===== src/rtl/mcycle_pkg.sv =====
// Shared types and bit indices for the multi-cycle multiply/divide unit.
package mcycle_pkg;

  typedef enum logic [1:0] {IDLE, COMPUTE, DONE} state_e;

  localparam int OP_DIV    = 0;
  localparam int OP_SIGNED = 1;

  localparam int FLG_N = 3;
  localparam int FLG_Z = 2;
  localparam int FLG_C = 1;
  localparam int FLG_V = 0;

endpackage


===== src/rtl/mcycle_sign_adj.sv =====
// Conditional two's-complement negate; used for operand magnitudes and result sign fix-up.
module mcycle_sign_adj #(
  parameter int W = 32
) (
  input  logic [W-1:0] i_val,
  input  logic         i_neg,
  output logic [W-1:0] o_val
);

  assign o_val = i_neg ? (~i_val + W'(1)) : i_val;

endmodule


===== src/rtl/mcycle_flag_unit.sv =====
// Iterative shift-add multiplier / restoring divider with NZCV flags and Start/Busy/Done handshake.
// Signed operation is built only when MCYCLE_SIGNED_EN is defined.
module mcycle_flag_unit
  import mcycle_pkg::*;
#(
  parameter int WIDTH = 32
) (
  input  logic             CLK,
  input  logic             RESETn,
  input  logic             Start,
  input  logic [1:0]       MCOp,
  input  logic [WIDTH-1:0] Operand1,
  input  logic [WIDTH-1:0] Operand2,
  output logic [WIDTH-1:0] Result1,
  output logic [WIDTH-1:0] Result2,
  output logic [3:0]       MCFlags,
  output logic             Busy,
  output logic             Done
);

  localparam int CW = $clog2(WIDTH) + 1;
  localparam logic [CW-1:0]    LAST = CW'(WIDTH - 1);
  localparam logic [WIDTH-1:0] MIN  = {1'b1, {(WIDTH-1){1'b0}}};

  state_e               r_state, w_state_nxt;
  logic [CW-1:0]        r_cnt;
  logic                 r_div, r_sgn, r_neg_q, r_neg_r, r_dvz, r_ovf;
  logic [WIDTH-1:0]     r_mcand;
  logic [2*WIDTH-1:0]   r_acc;
  logic [WIDTH-1:0]     r_rem;
  logic [WIDTH-1:0]     r_res1, r_res2;
  logic [3:0]           r_flags;

  logic                 w_start, w_last, w_sgn, w_neg1, w_neg2;
  logic [WIDTH-1:0]     w_mag1, w_mag2;
  logic [WIDTH:0]       w_msum, w_shift, w_trial;
  logic                 w_ge;
  logic [2*WIDTH-1:0]   w_mul_nxt, w_acc_nxt, w_prod;
  logic [WIDTH-1:0]     w_q_nxt, w_rem_nxt, w_quo, w_rmd;
  logic [WIDTH-1:0]     w_r1, w_r2;
  logic                 w_v;
  logic [3:0]           w_flags;

  assign w_start = (r_state == IDLE) & Start;
  assign w_last  = (r_state == COMPUTE) & (r_cnt == LAST);
  assign Busy    = w_start | (r_state == COMPUTE);
  assign Done    = (r_state == DONE);
  assign Result1 = r_res1;
  assign Result2 = r_res2;
  assign MCFlags = r_flags;

`ifdef MCYCLE_SIGNED_EN
  assign w_sgn  = MCOp[OP_SIGNED];
  assign w_neg1 = w_sgn & Operand1[WIDTH-1];
  assign w_neg2 = w_sgn & Operand2[WIDTH-1];

  mcycle_sign_adj #(.W(WIDTH))   u_adj_a (.i_val(Operand1),  .i_neg(w_neg1),  .o_val(w_mag1));
  mcycle_sign_adj #(.W(WIDTH))   u_adj_b (.i_val(Operand2),  .i_neg(w_neg2),  .o_val(w_mag2));
  mcycle_sign_adj #(.W(2*WIDTH)) u_adj_p (.i_val(w_mul_nxt), .i_neg(r_neg_q), .o_val(w_prod));
  mcycle_sign_adj #(.W(WIDTH))   u_adj_q (.i_val(w_q_nxt),   .i_neg(r_neg_q), .o_val(w_quo));
  mcycle_sign_adj #(.W(WIDTH))   u_adj_r (.i_val(w_rem_nxt), .i_neg(r_neg_r), .o_val(w_rmd));
`else
  logic w_unused_sgn;
  assign w_sgn        = 1'b0;
  assign w_neg1       = 1'b0;
  assign w_neg2       = 1'b0;
  assign w_mag1       = Operand1;
  assign w_mag2       = Operand2;
  assign w_prod       = w_mul_nxt;
  assign w_quo        = w_q_nxt;
  assign w_rmd        = w_rem_nxt;
  assign w_unused_sgn = ^{MCOp[OP_SIGNED], r_neg_q, r_neg_r};
`endif

  // Multiply: add multiplicand into the high half when the current multiplier bit is set, then shift right.
  assign w_msum    = {1'b0, r_acc[2*WIDTH-1:WIDTH]} + (r_acc[0] ? {1'b0, r_mcand} : '0);
  assign w_mul_nxt = {w_msum, r_acc[WIDTH-1:1]};

  // Divide: low half of r_acc shifts dividend bits out and quotient bits in.
  assign w_shift   = {r_rem, r_acc[WIDTH-1]};
  assign w_trial   = w_shift - {1'b0, r_mcand};
  assign w_ge      = ~w_trial[WIDTH];
  assign w_rem_nxt = w_ge ? w_trial[WIDTH-1:0] : w_shift[WIDTH-1:0];
  assign w_q_nxt   = {r_acc[WIDTH-2:0], w_ge};

  assign w_acc_nxt = r_div ? {r_acc[2*WIDTH-1:WIDTH], w_q_nxt} : w_mul_nxt;

  // Results come from the final iteration's next-state values so DONE needs no extra cycle.
  assign w_r1 = r_div ? (r_dvz ? '1 : w_quo) : w_prod[WIDTH-1:0];
  assign w_r2 = r_div ? w_rmd : w_prod[2*WIDTH-1:WIDTH];
  assign w_v  = r_div ? (r_dvz | r_ovf)
                      : (w_prod[2*WIDTH-1:WIDTH] != {WIDTH{r_sgn & w_prod[WIDTH-1]}});

  always_comb begin
    w_flags        = '0;
    w_flags[FLG_N] = w_r1[WIDTH-1];
    w_flags[FLG_Z] = (w_r1 == '0);
    w_flags[FLG_C] = 1'b0;
    w_flags[FLG_V] = w_v;
  end

  always_comb begin
    w_state_nxt = r_state;
    case (r_state)
      IDLE:    if (Start) w_state_nxt = COMPUTE;
      COMPUTE: if (r_cnt == LAST) w_state_nxt = DONE;
      DONE:    w_state_nxt = IDLE;
      default: w_state_nxt = IDLE;
    endcase
  end

  always_ff @(posedge CLK or negedge RESETn) begin
    if (!RESETn) r_state <= IDLE;
    else         r_state <= w_state_nxt;
  end

  always_ff @(posedge CLK or negedge RESETn) begin
    if (!RESETn) begin
      r_cnt   <= '0;
      r_div   <= 1'b0;
      r_sgn   <= 1'b0;
      r_neg_q <= 1'b0;
      r_neg_r <= 1'b0;
      r_dvz   <= 1'b0;
      r_ovf   <= 1'b0;
      r_mcand <= '0;
      r_acc   <= '0;
      r_rem   <= '0;
    end else if (w_start) begin
      r_cnt   <= '0;
      r_div   <= MCOp[OP_DIV];
      r_sgn   <= w_sgn;
      r_neg_q <= w_neg1 ^ w_neg2;
      r_neg_r <= w_neg1;
      r_dvz   <= (Operand2 == '0);
      r_ovf   <= w_sgn & MCOp[OP_DIV] & (Operand1 == MIN) & (Operand2 == '1);
      r_mcand <= w_mag2;
      r_acc   <= {{WIDTH{1'b0}}, w_mag1};
      r_rem   <= '0;
    end else if (r_state == COMPUTE) begin
      r_cnt <= r_cnt + CW'(1);
      r_acc <= w_acc_nxt;
      if (r_div) r_rem <= w_rem_nxt;
    end
  end

  always_ff @(posedge CLK or negedge RESETn) begin
    if (!RESETn) begin
      r_res1  <= '0;
      r_res2  <= '0;
      r_flags <= '0;
    end else if (w_last) begin
      r_res1  <= w_r1;
      r_res2  <= w_r2;
      r_flags <= w_flags;
    end
  end

endmodule

===== config.mk =====
export PLATFORM = sky130hd
export DESIGN_NAME = mcycle_flag_unit
export DESIGN_NICKNAME = d
export VERILOG_FILES = /design/src/rtl/mcycle_pkg.sv /design/src/rtl/mcycle_sign_adj.sv /design/src/rtl/mcycle_flag_unit.sv
export SDC_FILE = /design/constraint.sdc
export NUM_CORES = 1
export LEC_CHECK = 0
export CORE_MARGIN = 5
export CORE_UTILIZATION = 45
export DETAILED_ROUTE_END_ITERATION = 8
export MAX_ROUTING_LAYER = met4
export PLACE_DENSITY_LB_ADDON = 0.3
export SLEW_MARGIN = 20
export SYNTH_ARGS = -nofsm -noshare
export SYNTH_HDL_FRONTEND = slang
export SYNTH_SLANG_ARGS = --single-unit

===== constraint.sdc =====
create_clock -name CLK -period 5.85 [get_ports CLK]
set_clock_uncertainty 0.1 [all_clocks]
set_input_delay 0.585 -clock CLK [delete_from_list [all_inputs] [get_ports CLK]]
set_output_delay 0.585 -clock CLK [all_outputs]
set_load 0.05 [all_outputs]

==> impl.org, run 1 <==
** Clock tree
- Cell at the root of the clock tree :: sky130_fd_sc_hd__clkbuf_16
- After clock tree synthesis, the flow added hold-fix buffers numbering 0.
- Sinks on Clock Net :: 204
- In this run the deepest clock path goes through 3 buffers.
- Once the clock tree was built, the resizer swapped 0 gates to a different size.
- Buffers added to address setup during post-CTS repair amount to 0.
- After clock tree synthesis, the clock-pin slew on the worst setup and hold paths is ~0.06 ns.
- TritonCTS clock tree :: yes
- Worst skew pair latency :: ~0.54 ns
- CTS built an H-tree with a depth of 1.
- CTS buffer count :: 25

** Routing
- The routed layout has around 11000 vias.
- Total detailed-routing wirelength :: around 37 mm
- In the final routed layout, each cell accounts on average for 20.4 microns.
- In this run the remaining antenna-violating nets after routing total 0.
- Dividing the detail-routed via count by the number of cells gives just over 6.
- After detailed routing, the number of remaining DRC violations is 0.
- The first detailed-routing pass took 5 iterations.
- After the first detailed-routing iteration, the DRC count stood at 810.

** Timing
- Maximum clock frequency :: 238 MHz
- The count of endpoints failing hold in the final timing report is 0.
- Setup violations remaining at the end of the flow were counted as 0.
- Final worst path period share :: 71.8%
- Fin Hold WS :: 0.0641 ns
- For the pin with the worst max-slew slack, the measured transition is approximately 1.0 ns.
- The count of pins over their slew limit came to 0.
- Unrepaired setup endpoints after global routing :: false
- Minimum clock period after layout :: approximately 4.2 ns
- Max-slew headroom at the worst pin :: 31.2%
- Aggregate negative setup slack :: 0 ns

** Yosys
- The number of nets handed over by synthesis was 1492.
- Mapped cell area :: 12300 sq um
- Share of the synthesized area in the top cell type :: 41.4%
- Most common flop cell mapped by yosys :: sky130_fd_sc_hd__dfrtp_1
- Library cells used by synthesis :: 70
- Commonest cells in the netlist :: sky130_fd_sc_hd__dfrtp_1 (204), sky130_fd_sc_hd__nand2_1 (166), sky130_fd_sc_hd__o21ai_0 (134)
- Dominant cell by count in the synthesized netlist :: sky130_fd_sc_hd__dfrtp_1
- In the synthesized netlist the async set-or-reset flop fraction comes to 100%.
- By area the synthesized netlist is led by sky130_fd_sc_hd__dfrtp_1 (41%), sky130_fd_sc_hd__ha_1 (6.6%), sky130_fd_sc_hd__o21ai_0 (5.4%), sky130_fd_sc_hd__nand2_1 (5.0%), sky130_fd_sc_hd__mux2i_1 (4.7%).
- Part of the Yosys area used for sequential elements :: 41.4%
- Yosys printed 0 warnings.
- In this run the mean area of a mapped cell was between 9 and 10 sq um.
- Synthesized flop and latch total :: ~200
- Post-synthesis cell count :: 1356
- The largest total area in the synthesized netlist belongs to sky130_fd_sc_hd__dfrtp_1.
- Count of flip-flops with a built-in enable after synthesis :: 0

** Pwr
- Net switching is 45.2% of the power.
- Per report_power, the clock group accounts for 18.1% of the total.
- Summed over all cells, the static leakage comes to 6.67 nW.
- In this run, the combinational gates consume 56.6% of the power.
- IR analysis of the VDD net gives a maximum drop of between 0.2 and 0.3 mV.
- Sequential share of power :: 25.3%
- For this design the ratio of total power to cell area is 588 nW/um^2.
- Summed over all nets, the switching power comes to 3.94 mW.
- The internal portion of the total power is 4.77 mW.

** Final layout
- Count of non-filler cells in the finished layout :: 1819
- Fraction of the core area covered by cells at the end of the flow :: 55.0%
- The final layout contains 1594 nets.
- Share of post-route cells with drive strength above 1 :: under 10%
- Relative to the synthesized area, the layout overhead comes to 20.2%.

** Floorplanning
- Io pins :: 139
- Effective utilization at floorplan :: 45.8%
- Die span in x :: 176 microns
- DIE HEIGHT :: between 150 and 200 microns
- Total die area :: 30800 sq um
- The floorplan has 60 rows.
- The core region is 27000 sq um.

** Flow run
- The tool flagged a number of max-cap violations equal to 0.

** Setup path
- The worst setup path is of the flop to flop kind.
- Worst R2R Start :: r_acc[31]
- Data required, critical path :: 6.18 ns
- STA classifies the critical path startpoint as a flop.
- STA classifies the critical path endpoint as a flop.
- At the worst endpoint, the arrival time is 4.53 ns.
- The most critical setup path has its startpoint at r_acc[31].
- Of all nets on the critical path, the largest fanout is 20.

** Global routing
- Antenna violations before repair :: 1
- Summed over all layers, the global routing overflow is 0.
- Global routing used 24.4% of the available tracks across all layers.
- The first global-routing pass estimated 59.6 mm of wire.
- The number of global-route vias before repair came to ~11000.
- Entering global routing, the biggest net connects 107 pins.

** Hold path
- Class of the tightest hold or removal check :: input port to async pin

** Place
- In this run, placement finished with an instance count of approximately 1800.
- The congestion estimate from routability-driven global placement came to between 0.9 and 1.
- Summed over all nets, the half-perimeter wirelength after detailed placement is roughly 26 mm.
- # port buffers :: 136

** Outcome
- The flow ran to the end, and the final reports show no timing, DRC or antenna violations.
==> cells by family (layout without fill, tap and decap cells) <==
group | Yosys count | count (layout) | share of synthesized area [%]
mux | 59 | 59 | 4.79
buf+inv | 133 | 254 | 4.22
fa+ha+maj | 67 | 67 | 6.91
compound gates | 425 | 425 | 23.1
other cells | 1 | 2 | 0.0304
flops | 204 | 204 | 41.4
xor+xnor | 54 | 54 | 3.89
simple gates | 413 | 413 | 15.7
==> cell usage in the layout, fill, tap and decap left out, types with 10 or more instances in the layout <==
| master | instances |
|---|---|
| sky130_fd_sc_hd__dfrtp_1 | 203 |
| sky130_fd_sc_hd__nand2_1 | 164 |
| sky130_fd_sc_hd__clkdlybuf4s50_1 | 135 |
| sky130_fd_sc_hd__o21ai_0 | 134 |
| sky130_fd_sc_hd__nor2_1 | 87 |
| sky130_fd_sc_hd__ha_1 | 65 |
| sky130_fd_sc_hd__a21oi_1 | 58 |
| sky130_fd_sc_hd__mux2i_1 | 58 |
| sky130_fd_sc_hd__inv_1 | 54 |
| sky130_fd_sc_hd__a31oi_1 | 49 |
| sky130_fd_sc_hd__and2_1 | 33 |
| sky130_fd_sc_hd__a21o_1 | 31 |
| sky130_fd_sc_hd__xnor2_1 | 31 |
| sky130_fd_sc_hd__nand3_1 | 28 |
| sky130_fd_sc_hd__clkbuf_16 | 25 |
| sky130_fd_sc_hd__xor2_1 | 22 |
| sky130_fd_sc_hd__nand4_1 | 21 |
| sky130_fd_sc_hd__a22o_1 | 21 |
| sky130_fd_sc_hd__a221o_1 | 21 |
| sky130_fd_sc_hd__nor4_1 | 16 |
| sky130_fd_sc_hd__buf_4 | 15 |
| sky130_fd_sc_hd__o221a_2 | 13 |
| sky130_fd_sc_hd__and3_1 | 12 |
| sky130_fd_sc_hd__nor3_1 | 12 |
| sky130_fd_sc_hd__o221ai_1 | 11 |
| sky130_fd_sc_hd__o211ai_1 | 10 |
==> layer usage <==
metal	global-route usage [%]	part of all wire, %	vias up
li1	-	-	5181
met1	33.3	45	5365
met2	37.8	45	375
met3	4.48	6.4	62
met4	6.53	2.9	0
met5	-	0	-
==> final timing paths <==
check | endpoint | slack [ns] | cells past startpoint
setup reg to reg | Result2[15] | 1.65 | 15
setup / recovery | Result2[15] | 1.65 | 15
hold / removal | Result1[24] | 0.06 | 1
hold reg to reg | Result1[0] | 0.38 | 2
min in group CLK | Result1[0] | 0.38 | 2
max in group asynchronous | r_rem[29] | 4.53 | 2
==> through the flow <==
| step | cell area (sq um) | power [mW] | worst slack (ns) |
|---|---|---|---|
| floorplan | 12300 | 5.82 | 2.47 |
| global placement | 14000 | 6.94 | 1.70 |
| detailed placement | 14000 | 7.06 | 1.68 |
| CTS | 14800 | 8.67 | 1.68 |
| global route | 14800 | 9.34 | 1.35 |
| finish | 14800 | 8.72 | 1.65 |
==> power groups by stage <==
stage	logic (mW)	clock network (mW)	registers, mW
4_1_cts	4.88	1.60	2.19
6_report	4.93	1.58	2.20
3_3_place_gp	4.74	0	2.20
2_1_floorplan	3.70	0	2.12
3_5_place_dp	4.85	0	2.20
5_1_grt	5.44	1.66	2.25
==> worst max-delay path: stages, from the launching register on <==
cell and delay, ns:
sky130_fd_sc_hd__dfrtp_1 0.39, sky130_fd_sc_hd__inv_1 0.08, sky130_fd_sc_hd__ha_1 0.17, sky130_fd_sc_hd__inv_1 0.06
sky130_fd_sc_hd__fa_1 0.42, sky130_fd_sc_hd__a211oi_1 0.30, sky130_fd_sc_hd__o211ai_1 0.25, sky130_fd_sc_hd__and4bb_1 0.33
sky130_fd_sc_hd__o31ai_2 0.38, sky130_fd_sc_hd__o21ba_2 0.22, sky130_fd_sc_hd__o21ai_2 0.11, sky130_fd_sc_hd__xor2_4 0.17
sky130_fd_sc_hd__buf_4 0.36, sky130_fd_sc_hd__mux2i_1 0.42, sky130_fd_sc_hd__a21oi_1 0.12, sky130_fd_sc_hd__a21o_1 0.19
==> area by class of cell <==
type	count	area (sq um)
Clock buffer	37	721
Tap cell	341	427
Multi-Input combinational cell	1019	6750
Inverter	56	210
Antenna cell	1	2.50
Clock inverter	9	119
Fill cell	2415	12100
Sequential cell	204	5110
Timing Repair Buffer	152	1500
==> state kept, by name, summed over array words and instances (netlist names) <==
name     cells
r_dvz        1
r_mcand     32
MCFlags      2
r_cnt        6
Result1     32
r_acc       64
r_div        1
r_state      2
Result2     32
r_rem       32
Note: power is estimated with default switching activity, not from simulation.
==> run 2: changes to the inputs <==
clock period = 3.53 ns   (was 5.85 ns; I/O delays follow)
==> run 2 against run 1 <==
Net effect: the run now ends with setup timing left; first-iteration DRC count increased by 29%; highest routed layer unchanged; clock power increased by 65%; via count increased by 7.3%; combinational power increased by 130%; largest power group unchanged; maximum frequency increased by 16%.
==> impl.org, run 2 (same netlist as run 1, synthesis figures left out) <==
** Pwr
- The reported net switching power is 7.79 mW (was 3.94 mW).
- The sequential group share of total power was 20.9% (was 25.3%).
- The logic gate share of total power is 64.5% (was 56.6%).
- The switching share of power came to 43.7% (was 45.2%).
- Static power due to leakage :: 7.43 nW (was 6.67 nW)
- Largest vdd supply drop :: 0.642 mV (was 0.272 mV)
- Clock network power share :: 14.6% (was 18.1%)
- The power density of the placed cells came to 1090 nW/um^2 (was 588 nW/um^2).
- The internal power is 10.0 mW (was 4.77 mW).

** Setup path
- The arrival time of the worst setup path is 3.94 ns (was 4.53 ns).
- The category of cells accounting for the largest share of critical-path delay is simple AND/OR/NAND/NOR gates (was compound AO/OA/AOI/OAI gates).
- The reg-to-reg endpoint is MCFlags[0] (was Result2[15]).
- CP max stage cell :: sky130_fd_sc_hd__dfrtp_1 (was sky130_fd_sc_hd__fa_1)
- Data required, critical path :: 3.85 ns (was 6.18 ns)
- The critical path buffer and inverter count was 5 (was 3).
- Most numerous cell on the critical path :: sky130_fd_sc_hd__buf_4 (was sky130_fd_sc_hd__inv_1)
- Delay of the slowest cell on the worst path :: 0.42 ns (about the same)
- Critical path class :: flop to flop (unchanged)
- The reg-to-reg startpoint is r_acc[0] (was r_acc[31]).
- CP Launch Type :: flop (unchanged)
- The number of cells on the worst reg-to-reg path is 17 (was 15).
- The reg2reg setup slack was -0.09 ns (was 1.65 ns).
- Crit-path cells :: buf_4, and2_1, ha_1, buf_4, a211oi_1, o21ai_1, nand2_1, buf_4, nand2_2, xor2_1, nor4_2, buf_4, nand4b_1, nand4b_1, nor4_2, buf_4, a31oi_1 (was inv_1, ha_1, inv_1, fa_1, a211oi_1, o211ai_1, and4bb_1, o31ai_2, o21ba_2, o21ai_2, xor2_4, buf_4, mux2i_1, a21oi_1, a21o_1)
- The element type at the critical path end is a flop (unchanged).
- The largest fanout on the critical path is 13 (was 20).

** Outcome
- Run status :: finished with violations (was finished, final reports clean)
- Violated checks :: setup timing

** Timing
- The shortest period the worst path allows was 3.62 ns (was 4.20 ns).
- Maximum clock frequency :: 276 MHz (was 238 MHz)
- Final setup fails :: 2 (was 0)
- Final worst path period share :: 102% (was 71.8%)
- The count of endpoints failing hold in the final timing report came to 0 (unchanged).
- Unrepaired setup endpoints after global routing: true (was false).
- The worst-margin pin slew was 0.991 ns (was 1.03 ns).
- The headroom to the max-slew limit came to 33.8% (was 31.2%).
- The post-route worst hold slack was 0.281 ns (was 0.0641 ns).
- Max-slew violation count :: 0 (unchanged)
- Crit path setup slack, layout :: -0.0872 ns (was 1.65 ns)

** Clock tree
- TritonCTS clock tree :: yes (unchanged)
- The maximum clock path buffer count was 3 (unchanged).
- The clock transition at the registers of the reported paths was 0.06 ns (about the same).
- CTS buffer count :: 25 (unchanged)
- Max H-tree Level :: 1 (unchanged)
- The insertion delay of the later-clocked pin in the worst-skew pair came to 0.54 ns (about the same).
- Cell at the root of the clock tree :: sky130_fd_sc_hd__clkbuf_16 (unchanged)
- The sink count of the clock tree came to 204 (unchanged).

** Hold path
- For hold timing, the worst endpoint is r_div.
- Class of the tightest hold or removal check :: input port to flop (was input port to async pin)
- Number of cells on the worst hold path :: 3
- In this run the most critical hold path is launched from MCOp[0].

** Routing
- Routed WL per cell :: 21.4 microns (was 20.4 microns)
- Detailed-route via count :: 11800 (was 11000)
- Ratio of routed vias to standard cells :: 6.05 (was 6.04)
- The total wire length is 41.6 mm (was 37.1 mm).
- Drt first pass iters :: 7 (was 5)
- Count of nets left with antenna violations after detail routing :: 0 (unchanged)
- The number of remaining DRC errors came to 0 (unchanged).
- The violation count after the first detailed-routing iteration is 1043 (was 810).

** Final layout
- Share of post-route cells with drive strength above 1 :: 17.3% (was 5.89%)
- The layout net count is 1725 (was 1594).
- Fraction of the core area covered by cells at the end of the flow :: 60.7% (was 55.0%)
- The total inserted antenna cells is 0 (was 1).
- The flip-flop count of the largest register after layout came to 64 (unchanged).
- Final standard cell area without fillers :: 16400 sq um (was 14800 sq um)
- The register with the most flip-flops is r_acc (unchanged).
- Most common library cell in the layout ignoring fill and taps :: sky130_fd_sc_hd__dfrtp_1 (unchanged)
- Area Overhead vs Synth :: 32.5% (was 20.2%)
- Most used cells in the layout excluding fill and tap cells :: sky130_fd_sc_hd__dfrtp_1 (203), sky130_fd_sc_hd__nand2_1 (164), sky130_fd_sc_hd__buf_4 (136) (was sky130_fd_sc_hd__dfrtp_1 (203), sky130_fd_sc_hd__nand2_1 (164), sky130_fd_sc_hd__clkdlybuf4s50_1 (135))

** Floorplanning
- The placeable core region was 27000 sq um (unchanged).
- Io pins :: 139 (unchanged)
- The width of the die is 176 microns (unchanged).
- The die footprint is 30800 sq um (unchanged).
- The die outline height was 176 microns (unchanged).
- Count of standard-cell rows :: 60 (unchanged)
- Effective utilization at floorplan :: 45.8% (unchanged)

** Global routing
- The number of antenna violations at the first check in global routing came to 0 (was 1).
- Via count of the first global-routing pass :: 11900 (was 10900)
- Total routing resource utilization after global routing :: 26.8% (was 24.4%)
- The global-route wire length before repair is 65.1 mm (was 59.6 mm).
- The remaining global-route overflow was 0 (unchanged).
- The pin count of the biggest net entering global routing is 95 (was 107).

** Place
- The half-perimeter wire length after detailed placement was 28.7 mm (was 26.0 mm).
- Final RePlAce weighted congestion :: 0.937 (was 0.909)
- The total of buffers placed on input and output ports was 136 (unchanged).
- The cell area after placement was 14900 sq um (was 14000 sq um).

** Flow run
- Max-Cap Viols :: 0 (unchanged)
==> run 2: cell count changes in the layout (fill, tap and decap cells not counted), sizes merged <==
| cell | change |
|---|---|
| buf | +129 |
| clkbuf | +3 |
| bufinv | -1 |
| clkdlybuf4s50 | -1 |
| clkinvlp | +1 |
| diode | -1 |
| dlygate4sd3 | +1 |
| inv | -1 |
==> run 2: power by group through the flow <==
stage | sequential (mW) | clock (mW) | combinational, mW
after floorplan | 3.51 | 0 | 6.13
after global placement | 3.66 | 0 | 9.16
after detailed placement | 3.68 | 0 | 9.38
after CTS | 3.66 | 2.64 | 10.1
after global routing | 3.79 | 2.74 | 12.4
final | 3.72 | 2.60 | 11.5
==> run 2: routing by layer <==
metal  routed length (microns)  global-route usage (%)  vias up
li1                          -                       -     5419
met1                     18000                    36.3     5783
met2                     19400                    41.8      493
met3                      3010                    4.26       90
met4                      1270                    7.89        0
met5                         0                       -        -
==> run 2: worst max path at each step <==
| stage | slack, ns | cells after the start | start | to |
|---|---|---|---|---|
| after detailed placement | -0.23 | 15 | r_acc[0] | MCFlags[0] |
| final | -0.09 | 17 | r_acc[0] | MCFlags[0] |
| after global placement | -0.17 | 15 | r_acc[31] | Result2[22] |
| after global routing | -0.27 | 17 | r_acc[0] | MCFlags[0] |
| after CTS | -0.02 | 16 | r_acc[0] | MCFlags[0] |
| after floorplan | 0.15 | 14 | r_acc[0] | MCFlags[0] |
==> run 2: metrics by stage <==
step / setup TNS, ns / cells / power [mW] / setup slack, ns
2_1_floorplan: 0 / 1356 / 9.64 / 0.151
6_report: -0.0902 / 1949 / 17.8 / -0.0872
4_1_cts: -0.0206 / 1939 / 16.4 / -0.0206
5_1_grt: -1.35 / 1949 / 18.9 / -0.267
3_5_place_dp: -3.95 / 1885 / 13.1 / -0.228
3_3_place_gp: -3.11 / 1885 / 12.8 / -0.170
==> run 2: cell type report <==
type | instances | area [sq um]
multi-input cells | 1019 | 7170
flip-flops and latches | 204 | 5110
clock buffers | 38 | 754
well taps | 341 | 427
clock inverters | 8 | 85.1
repair buffers | 283 | 2600
fillers | 2261 | 10600
inverters | 56 | 210
==> run 2: worst register-to-register path: stages, from the launching register on <==
cell and delay [ns]:
sky130_fd_sc_hd__dfrtp_1 0.42, sky130_fd_sc_hd__buf_4 0.20, sky130_fd_sc_hd__and2_1 0.17, sky130_fd_sc_hd__ha_1 0.28, sky130_fd_sc_hd__buf_4 0.17, sky130_fd_sc_hd__a211oi_1 0.29
sky130_fd_sc_hd__o21ai_1 0.16, sky130_fd_sc_hd__nand2_1 0.13, sky130_fd_sc_hd__buf_4 0.13, sky130_fd_sc_hd__nand2_2 0.06, sky130_fd_sc_hd__xor2_1 0.16, sky130_fd_sc_hd__nor4_2 0.30
sky130_fd_sc_hd__buf_4 0.15, sky130_fd_sc_hd__nand4b_1 0.10, sky130_fd_sc_hd__nand4b_1 0.20, sky130_fd_sc_hd__nor4_2 0.24, sky130_fd_sc_hd__buf_4 0.16, sky130_fd_sc_hd__a31oi_1 0.07
==> run 2: repair_timing <==
item                                   4_1_cts  5_1_grt
pin swaps                                   10       14
hold buffers                                 1        0
setup endpoints to repair                   58       66
resized for setup                           27       83
cloned                                       2        2
setup buffers                                5        9
endpoints found under the hold margin       89        0
==> run 3: changes to the inputs <==
ABC_AREA = 1   (was default)
==> run 3 against run 2 <==
Net effect: die area rose by 16%; flip-flop and latch count did not move; the run now ends clean; register-to-register slack improved by 0.36 ns; final cell count rose by 34%; via count grew 19%; synthesized cell count increased by 53%.
==> impl.org, run 3 <==
** Global routing
- Maximum number of pins on one net before global-route repair :: 107 (was 95)
- Congestion Overflow GR :: 0 (unchanged)
- Antenna violations before repair :: 0 (unchanged)
- The global-route total usage across every layer is 26.1% (was 26.8%).
- Via count of the first global-routing pass :: 13500 (was 11900)
- The global-route wire length before repair was 73.3 mm (was 65.1 mm).

** Routing
- The number of iterations in the first detailed-routing pass was 6 (was 7).
- The number of routed nets with antenna violations was 0 (unchanged).
- Detailed-route via count :: 14000 (was 11800)
- Routed WL per cell :: 17.5 microns (was 21.4 microns)
- The number of remaining DRC errors came to 0 (unchanged).
- Detailed router's first-iteration violation count :: 1089 (was 1043)
- Ratio of routed vias to standard cells :: 5.34 (was 6.05)
- Total detailed-routing wirelength :: 45.7 mm (was 41.6 mm)

** Yosys
- Top area cells in the synthesized netlist :: sky130_fd_sc_hd__dfrtp_1 (35%), sky130_fd_sc_hd__nand2_1 (16%), sky130_fd_sc_hd__inv_1 (8.8%), sky130_fd_sc_hd__ha_1 (5.7%), sky130_fd_sc_hd__nand3_1 (5.4%) (was sky130_fd_sc_hd__dfrtp_1 (41%), sky130_fd_sc_hd__ha_1 (6.6%), sky130_fd_sc_hd__o21ai_0 (5.4%), sky130_fd_sc_hd__nand2_1 (5.0%), sky130_fd_sc_hd__mux2i_1 (4.7%))
- Library cells used by synthesis :: 51 (was 70)
- Most common flop cell mapped by yosys :: sky130_fd_sc_hd__dfrtp_1 (unchanged)
- The count of synthesis-stage warnings from yosys is 0 (unchanged).
- The total nets after synthesis came to 2216 (was 1492).
- The async set-reset flop share out of synthesis is 100% (unchanged).
- Dominant cell by count in the synthesized netlist :: sky130_fd_sc_hd__nand2_1 (was sky130_fd_sc_hd__dfrtp_1)
- The synthesized flop and latch total came to 204 (unchanged).
- Library cell with the largest summed area after synthesis :: sky130_fd_sc_hd__dfrtp_1 (unchanged)
- The sequential element share of the synthesized area was 35.5% (was 41.4%).
- The share of Yosys cell area claimed by the top area cell type came to 35.5% (was 41.4%).
- Post-synthesis cell count :: 2080 (was 1356)
- Mapped cell area :: 14400 sq um (was 12300 sq um)
- Count of flip-flops with a built-in enable after synthesis :: 0 (unchanged)
- Commonest cells in the netlist :: sky130_fd_sc_hd__nand2_1 (628), sky130_fd_sc_hd__inv_1 (338), sky130_fd_sc_hd__dfrtp_1 (204) (was sky130_fd_sc_hd__dfrtp_1 (204), sky130_fd_sc_hd__nand2_1 (166), sky130_fd_sc_hd__o21ai_0 (134))
- Per-instance average area after synthesis :: 6.92 sq um (was 9.10 sq um)

** Clock tree
- Clock transition time at the flip-flop clock pins of the worst setup and hold paths :: 0.06 ns (about the same)
- CTS buffer count :: 23 (was 25)
- Longest Clk Path Bufs :: 3 (unchanged)
- The CTS root buffer is sky130_fd_sc_hd__clkbuf_16 (unchanged).
- TritonCTS clock tree :: yes (unchanged)
- Worst skew pair latency :: 0.55 ns (was 0.54 ns)
- Max H-tree Level :: 1 (unchanged)
- Sinks on Clock Net :: 204 (unchanged)

** Setup path
- Critical path class :: flop to flop (unchanged)
- The required time at the worst-slack endpoint came to 3.86 ns (was 3.85 ns).
- Category of cells accounting for the largest share of critical-path delay :: simple AND/OR/NAND/NOR gates (unchanged)
- The cell repeated most along the worst path is sky130_fd_sc_hd__nand3_2 (was sky130_fd_sc_hd__buf_4).
- Crit-path cells :: inv_1, ha_1, inv_1, fa_1, nand3_1, nand3_2, nand3_2, nand2_2, nand3_1, nand2_2, nand3_2, nand3_2, nand2_8, buf_4, nand2_1, nand3_2, nand2_1, nand2_1, nand2_1 (was buf_4, and2_1, ha_1, buf_4, a211oi_1, o21ai_1, nand2_1, buf_4, nand2_2, xor2_1, nor4_2, buf_4, nand4b_1, nand4b_1, nor4_2, buf_4, a31oi_1)
- Critical Path Fanout Max :: 27 (was 13)
- The arrival time of the worst setup path was 3.59 ns (was 3.94 ns).
- Delay of the slowest cell on the worst path :: 0.41 ns (was 0.42 ns)
- The startpoint class of the critical path is a flop (unchanged).
- CP max stage cell :: sky130_fd_sc_hd__fa_1 (was sky130_fd_sc_hd__dfrtp_1)
- Buffers & Inverters on Critical Path :: 3 (was 5)
- Critical path endpoint category :: flop (unchanged)

** Timing
- The setup-violating endpoint count in the final report came to 0 (was 2).
- The count of pins over their slew limit is 0 (unchanged).
- The final sum of negative setup slack was 0 ns (was -0.0902 ns).
- Maximum clock frequency :: 307 MHz (was 276 MHz)
- The count of endpoints failing hold in the final timing report was 0 (unchanged).
- Unrepaired setup endpoints after global routing: false (was true).
- The headroom to the max-slew limit came to 28.7% (was 33.8%).
- The worst-margin pin slew was 1.07 ns (was 0.991 ns).
- The share of the clock period used by the worst path came to 92.3% (was 102%).
- The shortest period the worst path allows came to 3.26 ns (was 3.62 ns).

** Floorplanning
- The effective utilization at floorplan is 45.6% (was 45.8%).
- DIE HEIGHT :: 189 microns (was 176 microns)
- Total die area :: 35600 sq um (was 30800 sq um)
- Count of standard-cell rows :: 65 (was 60)
- The boundary pin count is 139 (unchanged).
- The placeable core region came to 31600 sq um (was 27000 sq um).
- Die span in x :: 189 microns (was 176 microns)

** Place
- Final HPWL DP :: 35.2 mm (was 28.7 mm)
- Final RePlAce weighted congestion :: 0.939 (was 0.937)
- # port buffers :: 136 (unchanged)

** Final layout
- Most common library cell in the layout ignoring fill and taps :: sky130_fd_sc_hd__nand2_1 (was sky130_fd_sc_hd__dfrtp_1)
- The flip-flop count of the largest register after layout came to 64 (unchanged).
- The total of fill cells in the finished design was 3070 (was 2261).
- Diode count :: 0 (unchanged)
- The layout cell share with drive strength beyond 1 came to 7.45% (was 17.3%).
- The post-synthesis to final-layout area growth was 18.2% (was 32.5%).
- Most used cells in the layout excluding fill and tap cells: sky130_fd_sc_hd__nand2_1 (627), sky130_fd_sc_hd__inv_1 (337), sky130_fd_sc_hd__dfrtp_1 (202) (was sky130_fd_sc_hd__dfrtp_1 (203), sky130_fd_sc_hd__nand2_1 (164), sky130_fd_sc_hd__buf_4 (136)).
- The layout net count came to 2334 (was 1725).
- Most flops, register :: r_acc (unchanged)

** Outcome
- Run status :: finished, final reports clean (was finished with violations)

** Flow run
- The count of max-cap constraint violations is 0 (unchanged).

** Hold path
- Class of the tightest hold or removal check :: input port to async pin (was input port to flop)
run 3: cell types whose count changed in the layout (fill, tap and decap cells not counted), moves of 25 or more:
cell,before,now
sky130_fd_sc_hd__mux2i_1,43,0
sky130_fd_sc_hd__a21o_1,31,6
sky130_fd_sc_hd__nand3_2,1,27
sky130_fd_sc_hd__nand3_1,27,156
sky130_fd_sc_hd__nand2_1,164,627
sky130_fd_sc_hd__nor2_1,87,115
sky130_fd_sc_hd__a21oi_1,47,79
sky130_fd_sc_hd__buf_4,136,27
sky130_fd_sc_hd__inv_1,52,337
sky130_fd_sc_hd__and2_1,32,2
sky130_fd_sc_hd__a31oi_1,47,2
run 3: repair_timing:
action,4_1_cts,5_1_grt
setup endpoints to repair,0,3
endpoints found under the hold margin,72,0
hold buffers,1,0
buffers inserted,0,0
gates resized for setup,0,1
run 3: layout make-up:
type	count	area (sq um)	share of cell area, %
clock buffer	28	624	3.67
clock inverter	14	181	1.07
inverter	345	1300	7.65
multi-input combinational	1458	7650	45.0
sequential	204	5110	30.0
tap	402	503	2.96
timing repair buffer	166	1630	9.58
run 3: cell families after synthesis:
logic type / count (synthesis) / synth area share [%]
flip-flops: 204 / 35.5
other: 1 / 0.0261
AO/OA/AOI/OAI: 331 / 13.4
buffers and inverters: 418 / 11.5
adder cells (fa/ha/maj): 67 / 5.93
AND/OR/NAND/NOR: 1036 / 32.3
XOR/XNOR: 23 / 1.40
run 3: path summary, 6_finish.rpt:
check                           slack (ns)     endpoint  depth (start not counted)         start
max in group asynchronous             2.14  Result2[12]                          3        RESETn
worst max register to register        0.27  Result2[17]                         19     r_acc[31]
worst min register to register        0.38  Result2[11]                          2   Result2[11]
worst max-delay path                  0.27  Result2[17]                         19     r_acc[31]
min in group CLK                      0.30  r_mcand[25]                          3  Operand2[25]
worst min-delay path                  0.28  Result1[20]                          2        RESETn
run 3: per-stage QoR:
step,setup slack [ns],hold slack (ns),area (sq um),util (%),cells
CTS,0.281,0.280,17000,53.8,2617
detailed placement,0.295,0.333,16200,51.3,2574
floorplan,0.871,-0.0426,14400,-,2080
global placement,0.296,0.324,16200,51.3,2574
global route,0.0629,0.298,17000,53.9,2617
finish,0.271,0.282,17000,53.9,2617
run 3: layer usage:
| layer | part of all wire (%) | global-route usage (%) |
|---|---|---|
| met1 | 44 | 34.1 |
| met2 | 46 | 41.9 |
| met3 | 5.8 | 3.74 |
| met4 | 4.2 | 9.28 |
| met5 | 0 | - |
Power of run 3 is not shown: default switching activity piles up to over one toggle a cycle in this logic, so the estimate is an artifact.
